File: config.mk
export PLATFORM = sky130hd
export DESIGN_NAME = exp_bcd_out_flat
export DESIGN_NICKNAME = d
export VERILOG_FILES = /design/src/rtl/exp_bcd_out_if.sv /design/src/rtl/exp_bcd_out.sv /design/src/flat_wrapper.sv
export SDC_FILE = /design/constraint.sdc
export NUM_CORES = 1
export LEC_CHECK = 0
export BUFFER_PORTS_ARGS = -buffer_cell sky130_fd_sc_hd__buf_2
export CAP_MARGIN = 0
export CELL_PAD_IN_SITES_DETAIL_PLACEMENT = 0
export CELL_PAD_IN_SITES_GLOBAL_PLACEMENT = 1
export CORE_MARGIN = 4
export CORE_UTILIZATION = 40
export DETAILED_ROUTE_END_ITERATION = 12
export GPL_TIMING_DRIVEN = 0
export PLACE_DENSITY = 0.71
export REMOVE_ABC_BUFFERS = 1
export SYNTH_ARGS = -nofsm -noshare
export SYNTH_HDL_FRONTEND = slang
export SYNTH_SLANG_ARGS = --single-unit
File: constraint.sdc
create_clock -name clk -period 5.3 [get_ports clk]
set_clock_uncertainty 0.05 [all_clocks]
set_input_delay 0.795 -clock clk [delete_from_list [all_inputs] [get_ports clk]]
set_output_delay 0.795 -clock clk [all_outputs]
set_load 0.02 [all_outputs]
File: src/rtl/exp_bcd_out_if.sv
// Handshake bundle between the exponent search stage, the BCD converter and the readout logic.
interface exp_bcd_out_if;
  logic        done;
  logic [15:0] g;
  logic        bcd_ack;
  logic        busy;
  logic        bcd_valid;
  logic [19:0] bcd;
  logic [2:0]  ndigits;
  logic        overrun;

  modport master (
    output done, g, bcd_ack,
    input  busy, bcd_valid, bcd, ndigits, overrun
  );

  modport slave (
    input  done, g, bcd_ack,
    output busy, bcd_valid, bcd, ndigits, overrun
  );
endinterface

File: src/rtl/exp_bcd_out.sv
// Captures the exponent result on a rising done, converts it to five BCD digits
// with a one-bit-per-cycle double-dabble engine and holds it under valid/ack.
module exp_bcd_out (
  input logic          clk,
  input logic          rst,
  exp_bcd_out_if.slave bus
);

  typedef enum logic [1:0] {IDLE = 2'd0, SHIFT = 2'd1, HOLD = 2'd2} state_t;

  state_t      state_q;
  logic        done_q;
  logic [15:0] sr_q;
  logic [19:0] scr_q;
  logic [4:0]  cnt_q;
  logic [19:0] bcd_q;
  logic [2:0]  nd_q;
  logic        busy_q;
  logic        valid_q;
  logic        ovr_q;

  logic        cap;
  logic [19:0] scr_d;
  logic [15:0] sr_d;

  // Pre-shift correction: any digit of 5 or more gets +3 so the shift carries into the next digit.
  function automatic logic [19:0] add3(input logic [19:0] s);
    logic [19:0] r;
    r = s;
    for (int i = 0; i < 5; i++) begin
      if (s[4*i +: 4] >= 4'd5) r[4*i +: 4] = s[4*i +: 4] + 4'd3;
    end
    return r;
  endfunction

  function automatic logic [2:0] sig_digits(input logic [19:0] d);
    logic [2:0] n;
    n = 3'd1;
    for (int i = 1; i < 5; i++) begin
      if (d[4*i +: 4] != 4'd0) n = 3'(i + 1);
    end
    return n;
  endfunction

  assign cap = bus.done & ~done_q;

  always_comb begin
    {scr_d, sr_d} = {add3(scr_q), sr_q} << 1;
  end

  always_ff @(posedge clk or posedge rst) begin
    if (rst) begin
      state_q <= IDLE;
      done_q  <= 1'b0;
      sr_q    <= '0;
      scr_q   <= '0;
      cnt_q   <= '0;
      bcd_q   <= '0;
      nd_q    <= 3'd1;
      busy_q  <= 1'b0;
      valid_q <= 1'b0;
      ovr_q   <= 1'b0;
    end else begin
      done_q <= bus.done;
      // A new result arriving while one is in flight or held is dropped.
      if (cap && (state_q != IDLE)) ovr_q <= 1'b1;
      case (state_q)
        IDLE: begin
          if (cap) begin
            sr_q    <= bus.g;
            scr_q   <= '0;
            cnt_q   <= '0;
            busy_q  <= 1'b1;
            state_q <= SHIFT;
          end
        end
        SHIFT: begin
          sr_q  <= sr_d;
          scr_q <= scr_d;
          cnt_q <= cnt_q + 5'd1;
          if (cnt_q == 5'd15) begin
            bcd_q   <= scr_d;
            nd_q    <= sig_digits(scr_d);
            busy_q  <= 1'b0;
            valid_q <= 1'b1;
            state_q <= HOLD;
          end
        end
        HOLD: begin
          if (bus.bcd_ack) begin
            valid_q <= 1'b0;
            state_q <= IDLE;
          end
        end
        default: begin
          busy_q  <= 1'b0;
          valid_q <= 1'b0;
          state_q <= IDLE;
        end
      endcase
    end
  end

  assign bus.busy      = busy_q;
  assign bus.bcd_valid = valid_q;
  assign bus.bcd       = bcd_q;
  assign bus.ndigits   = nd_q;
  assign bus.overrun   = ovr_q;

endmodule
File: src/flat_wrapper.sv
// flat-port wrapper written by rule: the top's interface ports become plain ports
module exp_bcd_out_flat 
  (clk, rst, bus_done, bus_g, bus_bcd_ack, bus_busy, bus_bcd_valid, bus_bcd, bus_ndigits, bus_overrun);
  exp_bcd_out_if bus_i ();
  input logic clk;
  input logic rst;
  input wire logic [$bits(bus_i.done)-1:0] bus_done;
  input wire logic [$bits(bus_i.g)-1:0] bus_g;
  input wire logic [$bits(bus_i.bcd_ack)-1:0] bus_bcd_ack;
  output wire logic [$bits(bus_i.busy)-1:0] bus_busy;
  output wire logic [$bits(bus_i.bcd_valid)-1:0] bus_bcd_valid;
  output wire logic [$bits(bus_i.bcd)-1:0] bus_bcd;
  output wire logic [$bits(bus_i.ndigits)-1:0] bus_ndigits;
  output wire logic [$bits(bus_i.overrun)-1:0] bus_overrun;
  assign bus_i.done = bus_done;
  assign bus_i.g = bus_g;
  assign bus_i.bcd_ack = bus_bcd_ack;
  assign bus_busy = bus_i.busy;
  assign bus_bcd_valid = bus_i.bcd_valid;
  assign bus_bcd = bus_i.bcd;
  assign bus_ndigits = bus_i.ndigits;
  assign bus_overrun = bus_i.overrun;
  exp_bcd_out u_core (.clk(clk), .rst(rst), .bus(bus_i));
endmodule
=== Yosys cells after proc, flatten, opt, wreduce, memory -nomap -nowiden ===
Cells that the tools add are included.

* Register bits after elaboration: 70
* Input port bits: 20
* Output and inout port bits: 26
* Logic and storage cells: 69

* $add $sub $neg: 6
* $lt $le $gt $ge: 5
* Eq/ne operators: 6
* Multiplexer cells: 25
* Bitwise logic cells: 4
* Reductions and logical operators: 13

{| class="wikitable"
|+ Operator list
! kind !! number
|-
| 20-bit one-hot mux with 2 select lines || 1
|-
| 16-bit one-hot mux with 2 select lines || 1
|-
| 4-bit by 3-bit greater-or-equal comparator with 1-bit output (second input constant) || 5
|-
| 20-bit 2-to-1 mux || 1
|-
| 4-bit by 2-bit adder with 4-bit output (second input constant) || 4
|-
| 16-bit 2-to-1 mux || 1
|-
| 4-bit 2-to-1 mux || 4
|-
| 4-bit nonzero test || 4
|-
| 2-bit 2-to-1 mux || 5
|-
| 5-bit one-hot mux with 2 select lines || 1
|-
| 3-bit 2-to-1 mux || 3
|-
| 3-bit AND reduction || 3
|-
| 1-bit one-hot mux with 3 select lines || 2
|-
| 2-bit one-hot mux with 3 select lines || 1
|-
| 5-bit by 1-bit adder with 5-bit output (second input constant) || 1
|-
| 5-bit by 4-bit equality test with 1-bit output (second input constant) || 1
|-
| 5-bit 2-to-1 mux || 1
|-
| 1-bit 2-to-1 mux || 4
|-
| 2-bit by 1-bit inequality test with 1-bit output (second input constant) || 2
|-
| 2-bit AND reduction || 2
|-
| 2-bit nonzero test || 2
|-
| 3-bit by 2-bit adder with 3-bit output (second input constant) || 1
|-
| 1-bit inverter || 3
|-
| 2-bit by 1-bit equality test with 1-bit output (second input constant) || 1
|-
| 5 further kinds || 5
|}

=== Longest topological paths before layout ===
Gate-level depths: netlist of run 1.

* Word-level depth: 7
* Gate-level depth with buffers: 8
* Gate-level depth less buffers: 8

=== Least setup slack after synthesis of run 1 ===
OpenSTA, ideal clock, no wires.

* Kind: register to register
* Start: register u_core.scr_q[12]
* End: register u_core.nd_q[1], in the netlist u_core.bus.ndigits[1]
* Library setup time: 0.122 ns
* Data arrival time: 1.722 ns
* Data required time: 5.128 ns
* Setup slack: 3.407 ns
* Stages on the path, launching flop included: 8
* Cell sequence: dfrtp_1 inv_1 ha_1 and2b_4 o21bai_1 mux2_4 and2_1 a32o_1

* Word-level cells in the longest chain between the ends: 5

{| class="wikitable"
|+ Ends and longest elaborated chain
! element !! RTL line !! source
|-
| from (decl) || exp_bcd_out.sv:14 || <nowiki>logic [19:0] scr_q;</nowiki>
|-
| from (signal assigned) || exp_bcd_out.sv:79 || <nowiki>scr_q <= scr_d;</nowiki>
|-
| 4-bit by 2-bit adder with 4-bit output or 4-bit by 3-bit greater-or-equal comparator with 1-bit output (tied branches) || exp_bcd_out.sv:31 || <nowiki>if (s[4*i +: 4] >= 4'd5) r[4*i +: 4] = s[4*i +: 4] + 4'd3;</nowiki>
|-
| 4-bit 2-to-1 mux (*) || exp_bcd_out.sv:31 ||
|-
| 4-bit nonzero test || exp_bcd_out.sv:40 || <nowiki>if (d[4*i +: 4] != 4'd0) n = 3'(i + 1);</nowiki>
|-
| 3-bit 2-to-1 mux || exp_bcd_out.sv:40 ||
|-
| 3-bit 2-to-1 mux (*) || exp_bcd_out.sv:40 ||
|-
| to (signal assigned) || exp_bcd_out.sv:83 || <nowiki>nd_q <= sig_digits(scr_d);</nowiki>
|-
| to (decl) || exp_bcd_out.sv:17 || <nowiki>logic [2:0] nd_q;</nowiki>
|}

Every way passes the cells marked *; elsewhere a longest branch is shown, timed or not.
A chain may end at the register's enable or synchronous reset.

=== Worst setup path after layout of run 1 ===
* Start: register u_core.cnt_q[0]
* End: register u_core.nd_q[1], in the netlist u_core.bus.ndigits[1]

* Word-level cells in the longest chain between the ends: 2

{| class="wikitable"
|+ Ends and longest elaborated chain
! element !! RTL line !! source
|-
| from (decl) || exp_bcd_out.sv:15 || <nowiki>logic [4:0] cnt_q;</nowiki>
|-
| from (signal assigned) || exp_bcd_out.sv:80 || <nowiki>cnt_q <= cnt_q + 5'd1;</nowiki>
|-
| 5-bit by 4-bit equality test with 1-bit output || exp_bcd_out.sv:81 || <nowiki>if (cnt_q == 5'd15) begin</nowiki>
|-
| 2-bit AND reduction (no source line) || n/a ||
|}

No other way between the ends.

==> results of run 1 <==
final cells by class:
type | instances | area [um2]
fill | 797 | 4400
sequential | 70 | 1750
multi-input combinational | 246 | 1560
timing repair buffer | 46 | 245
clock buffer | 11 | 151
tap | 105 | 131
inverter | 14 | 55.1
clock inverter | 2 | 10.0
logic make-up (layout without fill, tap and decap cells):
group	after synthesis	in the layout	share of synthesized area (%)
AO/OA/AOI/OAI	93	93	17.2
flip-flops	70	70	51.1
adder cells (fa/ha/maj)	12	12	4.38
multiplexers	23	23	7.04
XOR/XNOR	5	5	1.28
AND/OR/NAND/NOR	113	113	15.5
buffers and inverters	29	73	3.57
cells in the final DEF, fill, tap and decap left out, types with 2 or more instances in the layout:
master     netlist  routed
clkinv_2         0       2
xnor2_1          4       4
o22ai_1         10      10
nor3b_2          2       2
dfrtp_1         69      69
buf_2            8      45
ha_1            12      12
nor2_1          18      18
nor3b_1          2       2
o21ai_1         20      20
o21ai_0         30      30
mux2_2           4       4
a211oi_1         5       5
nor3_1           2       2
nand2_1         63      63
mux2i_1         17      17
and2_1           5       5
clkbuf_8         0      11
a21oi_1          9       9
o21bai_1         2       2
inv_1           14      13
nand2b_1         7       6
o31ai_1          3       3
nor2b_1          3       3
a32o_1           2       2
o2bb2ai_1        2       2
metrics by stage:
step	instances	worst slack [ns]
global route	494	2.29
floorplan	330	2.69
global placement	480	1.72
CTS	494	2.56
finish	494	2.62
detailed placement	481	2.57
critical path: cells and delay by family, from the launching register on:
kind / cells / cell delay (ns)
AO/OA/AOI/OAI: 3 / 0.85
AND/OR/NAND/NOR: 3 / 0.88
flip-flops: 1 / 0.39
adder cells (fa/ha/maj): 2 / 0.44
power groups by stage:
stage,logic (W),registers [W],clock network (W)
6_report,0.00125,0.000943,0.000371
3_5_place_dp,0.00128,0.000953,0
2_1_floorplan,0.000877,0.00101,0
3_3_place_gp,0.00124,0.000944,0
4_1_cts,0.00128,0.000944,0.000385
5_1_grt,0.00142,0.000979,0.000412
sequential cells by signal, summed over array words and instances, names as in the netlist:
signal / count
u_core.bus.bcd: 20
u_core.state_q: 2
u_core.bus.overrun: 1
u_core.scr_q: 20
u_core.bus.ndigits: 3
u_core.bus.bcd_valid: 1
u_core.cnt_q: 5
u_core.done_q: 1
u_core.sr_q: 16
u_core.bus.busy: 1
worst paths after layout:
check | startpoint | endpoint | cells past startpoint
max | u_core.cnt_q[0] | u_core.bus.ndigits[1] | 8
min | u_core.bus.bcd[9] | u_core.bus.bcd[9] | 2
max reg2reg | u_core.cnt_q[0] | u_core.bus.ndigits[1] | 8
min reg2reg | u_core.bus.bcd[9] | u_core.bus.bcd[9] | 2
max in group asynchronous | rst | u_core.scr_q[5] | 2
min in group asynchronous | rst | u_core.sr_q[5] | 2
routing by layer:
metal / up-vias / wire [um] / GRT usage, %
li1: 1278 / - / -
met1: 1169 / 3300 / 19.3
met2: 34 / 3040 / 23.1
met3: 5 / 256 / 4.22
met4: 0 / 68 / 4.66
met5: - / 0 / 0
==> flow_summary.ini, run 1 <==
[yosys]
async_flop_share_pct = 100
yosys-top-cells-count = dfrtp_1, nand2_1, o21ai_0, o21ai_1, nor2_1
synth_top_area_share_pct = 50.3
ys.warnings.count = 0
synthesis.area_mm2 = 0.00343
syn-mean-instance-area_um2 = 9.94
ys_seq_elements = 70
synth_edf_count = 0
synth_area_leaders = dfrtp_1, nand2_1, mux2i_1, ha_1, o21ai_0
synth_cell_types = 51
syn_inst = 345
yosys.area.top_type = dfrtp_1
synthMostInstantiatedCell = dfrtp_1
yosysSeqAreaShare_pct = 51.1
ys.flop_type = dfrtp_1

[clock_tree]
cts_resized = 0
clk_pin_slew_ns = 0.07
h-tree-depth = 3
post_cts_buffers = 0
insertion_delay_ns = 0.33
hold_buffers = 0
numCtsBuffers = 9
cts.sinks = 70
cts_tree = yes
cts_max_path_buffers = 2
cts_root_buffer = clkbuf_8

[timing]
hold_ws_ns = 0.423
fin_crit_sh_pct = 50.6
timing.final.crit_period_ns = 2.68
finalHoldViolCount = 0
tightest_slew_ns = 1.22
fmaxAchievable_mhz = 373
finalSetupViolCount = 0
tns_ns = 0
rsz0062_at_grt = false
final_max_slew_viol_count = 0
maxSlewHeadroom_pct = 18.3

[setup_path]
required_ns = 5.52
critPathSlowestCell = nand3b_2
critPathLaunchType = flip-flop
max_stage_delay_ns = 0.54
worst_setup_path_end_kind = flip-flop
crit_chain = ha_1, and3_1, ha_1, nand3b_2, a211oi_2, o2111ai_2, nor2_1, a32o_1
cp_common_cell = ha_1
r2r_setup_slack_ns = 2.62
critPathKind = flip-flop to flip-flop
worst-path-max-fanout = 35
arrival_ns = 2.90

[job]
maxCapViolCount = 0

[layout]
drive_gt1_share_pct = 20.3
finalNetCount = 419
final_util_pct = 47.0
finish.instance_area_mm2 = 0.00390
diodes = 0
syn2layout_area_growth_pct = 13.8

[power]
seqPwrFrac_pct = 36.8
power_density_mw_per_mm2 = 657
internal_power_w = 0.00148
power_w = 0.00256
p_leak_nw = 1.79
peakVddDrop_uv = 209
pwr-share-clk_pct = 14.5
swShare_pct = 42.2
p_switching_w = 0.00108
combPwrFrac_pct = 48.8

[worst_hold_path]
hold_path.class = flip-flop to flip-flop

[floorplan]
io_pins = 46
start_util_pct = 41.3
die_y_um = 101
rows = 33
fp.coreArea_mm2 = 0.00830
die_w_um = 101
die-area_mm2 = 0.0101

[grt]
grt_overflow = 0
grt_pass1_wl_um = 11800
grt_start_max_net_pins = 71
grt_use_total_pct = 14.6
grt_pass1_vias = 2476
grt_antenna_before_repair = 0

[outcome]
status = finished, final reports clean

[drt]
ant_nets = 0
routed_wl_um = 6660
vias = 2486
dr.pass1.iters = 4
drc_errors = 0
wl_per_cell_um = 13.5
via_per_inst = 5.03
drt_iter0_drc = 74

[placement]
dpl_cell_area_mm2 = 0.00374
place_hpwl_um = 4510
port_buffers = 45
place_congestion = 0.822
Note: power is estimated with default switching activity, not from simulation.
==> inputs of run 2 (changes only) <==
Clock period 5.3 ns to 2.5 ns, I/O delays scaled along.
==> flow_summary.ini, run 2 (synthesis gave the netlist of run 1 again) <==
[setup_path]
arrival_ns = 2.40
regToRegStartpoint = u_core.state_q[0]
worstReg2RegEnd = u_core.scr_q[11]
worst-path-max-fanout = 16
required_ns = 2.67
critPathLaunchType = flip-flop
critPathKind = flip-flop to flip-flop
worst_setup_path_end_kind = flip-flop
r2r_setup_slack_ns = 0.27
rr_worst_depth = 4

[placement]
place_hpwl_um = 4510
place_congestion = 0.822
port_buffers = 45
pre_cts_ws_ns = -0.231

[layout]
finalNetCount = 421
drive_gt1_share_pct = 20.7
final_util_pct = 47.4
final_common_cell = dfrtp_1
layout_common_cells = dfrtp_1, nand2_1, buf_2
fillers = 798
diodes = 0
syn2layout_area_growth_pct = 14.6

[clock_tree]
cts_root_buffer = clkbuf_8
clk_pin_slew_ns = 0.07
hold_buffers = 0
cts_tree = yes
cts.sinks = 70
insertion_delay_ns = 0.33
numCtsBuffers = 9
h-tree-depth = 3
cts_max_path_buffers = 2

[drt]
ant_nets = 0
dr.pass1.iters = 4
drc_errors = 0
routed_wl_um = 6920
drt_iter0_drc = 114
via_per_inst = 5.06
vias = 2508
wl_per_cell_um = 14.0

[timing]
finalHoldViolCount = 0
fmaxAchievable_mhz = 448
fin_crit_sh_pct = 89.2
finalSetupViolCount = 0
timing.final.crit_period_ns = 2.23
rsz0062_at_grt = false
fin_ws_ns = 0.269
tightest_slew_ns = 1.21
maxSlewHeadroom_pct = 19.3
final_max_slew_viol_count = 0

[worst_hold_path]
hold_path.class = input pin to flip-flop
worstHoldStart = bus_done
min_to = u_core.done_q
min_path_cells = 1

[grt]
grt_pass1_vias = 2476
grt_overflow = 0
grt_pass1_wl_um = 11800
grt_start_max_net_pins = 71
grt.busiest_layer = met2
grt_antenna_before_repair = 0
met1_usage_pct = 19.3
grt_use_met2_pct = 23.1
grt_use_total_pct = 14.6
use_met3_pct = 4.22

[floorplan]
io_pins = 46
die_y_um = 101
rows = 33
die-area_mm2 = 0.0101
start_util_pct = 41.3
die_w_um = 101
fp.coreArea_mm2 = 0.00830

[outcome]
status = finished, final reports clean

[power]
peakVddDrop_uv = 452
p_leak_nw = 1.80
power_density_mw_per_mm2 = 1390

[job]
maxCapViolCount = 0
## run 2: cell types whose count changed in the layout (fill, tap and decap cells not counted)
| cell | change |
|---|---|
| buf_4 | +1 |
| nand3b_4 | +1 |
## run 2: critical path, stage by stage, from the launching register on
cell and delay (ns):
dfrtp_1 0.62, nor2b_1 0.10, nor2_1 0.91, o31ai_1 0.18, a32o_1 0.25
## run 2: worst max path at each step
stage                            from                    end  slack, ns  depth (start not counted)
finish              u_core.state_q[0]       u_core.scr_q[11]       0.27                          4
global route        u_core.state_q[0]        u_core.scr_q[3]       0.02                          4
CTS                   u_core.cnt_q[0]  u_core.bus.ndigits[0]       0.04                          8
detailed placement    u_core.cnt_q[0]  u_core.bus.ndigits[0]      -0.23                          8
global placement                  rst  u_core.bus.ndigits[1]      -0.66                          2
floorplan                         rst      u_core.bus.bcd[0]       0.31                          1
## run 2: power breakdown
group          internal, W  total [W]  leakage, nW  switching (W)
Sequential         0.00163    0.00201        0.879       0.000377
Clock             0.000395   0.000789       0.0869       0.000394
Combinational      0.00112    0.00266        0.833        0.00154
Total              0.00315    0.00546         1.80        0.00231
## run 2: metal layers
metal  vias to the layer above  wire length, um
met3                         6              272
met5                         -                0
li1                       1287                -
met1                      1179             3390
met2                        36             3190
met4                         0               69
## run 2: what timing repair did
action                                  in CTS  in global routing
endpoints found under the setup margin       3                  3
gates resized for setup                      1                  0
setup buffers                                0                  1
cloned                                       0                  1
## run 2: cell type report
type	instances	area, um2	share of cell area (%)
flip-flops and latches	70	1750	44.6
clock inverters	2	10.0	0.255
clock buffers	11	151	3.85
multi-input cells	247	1580	40.1
well taps	105	131	3.34
repair buffers	47	253	6.43
inverters	14	55.1	1.40
## run 2: per-stage QoR
step	area (um2)	hold WS [ns]	total power, W	instances	TNS, ns
6_report	3930	0.114	0.00546	496	0
3_3_place_gp	3720	0.405	0.00464	480	-48.36
3_5_place_dp	3740	0.417	0.00472	481	-0.639
4_1_cts	3910	0.0979	0.00553	494	0
5_1_grt	3930	0.0972	0.00599	496	0
2_1_floorplan	3360	0.356	0.00400	330	0
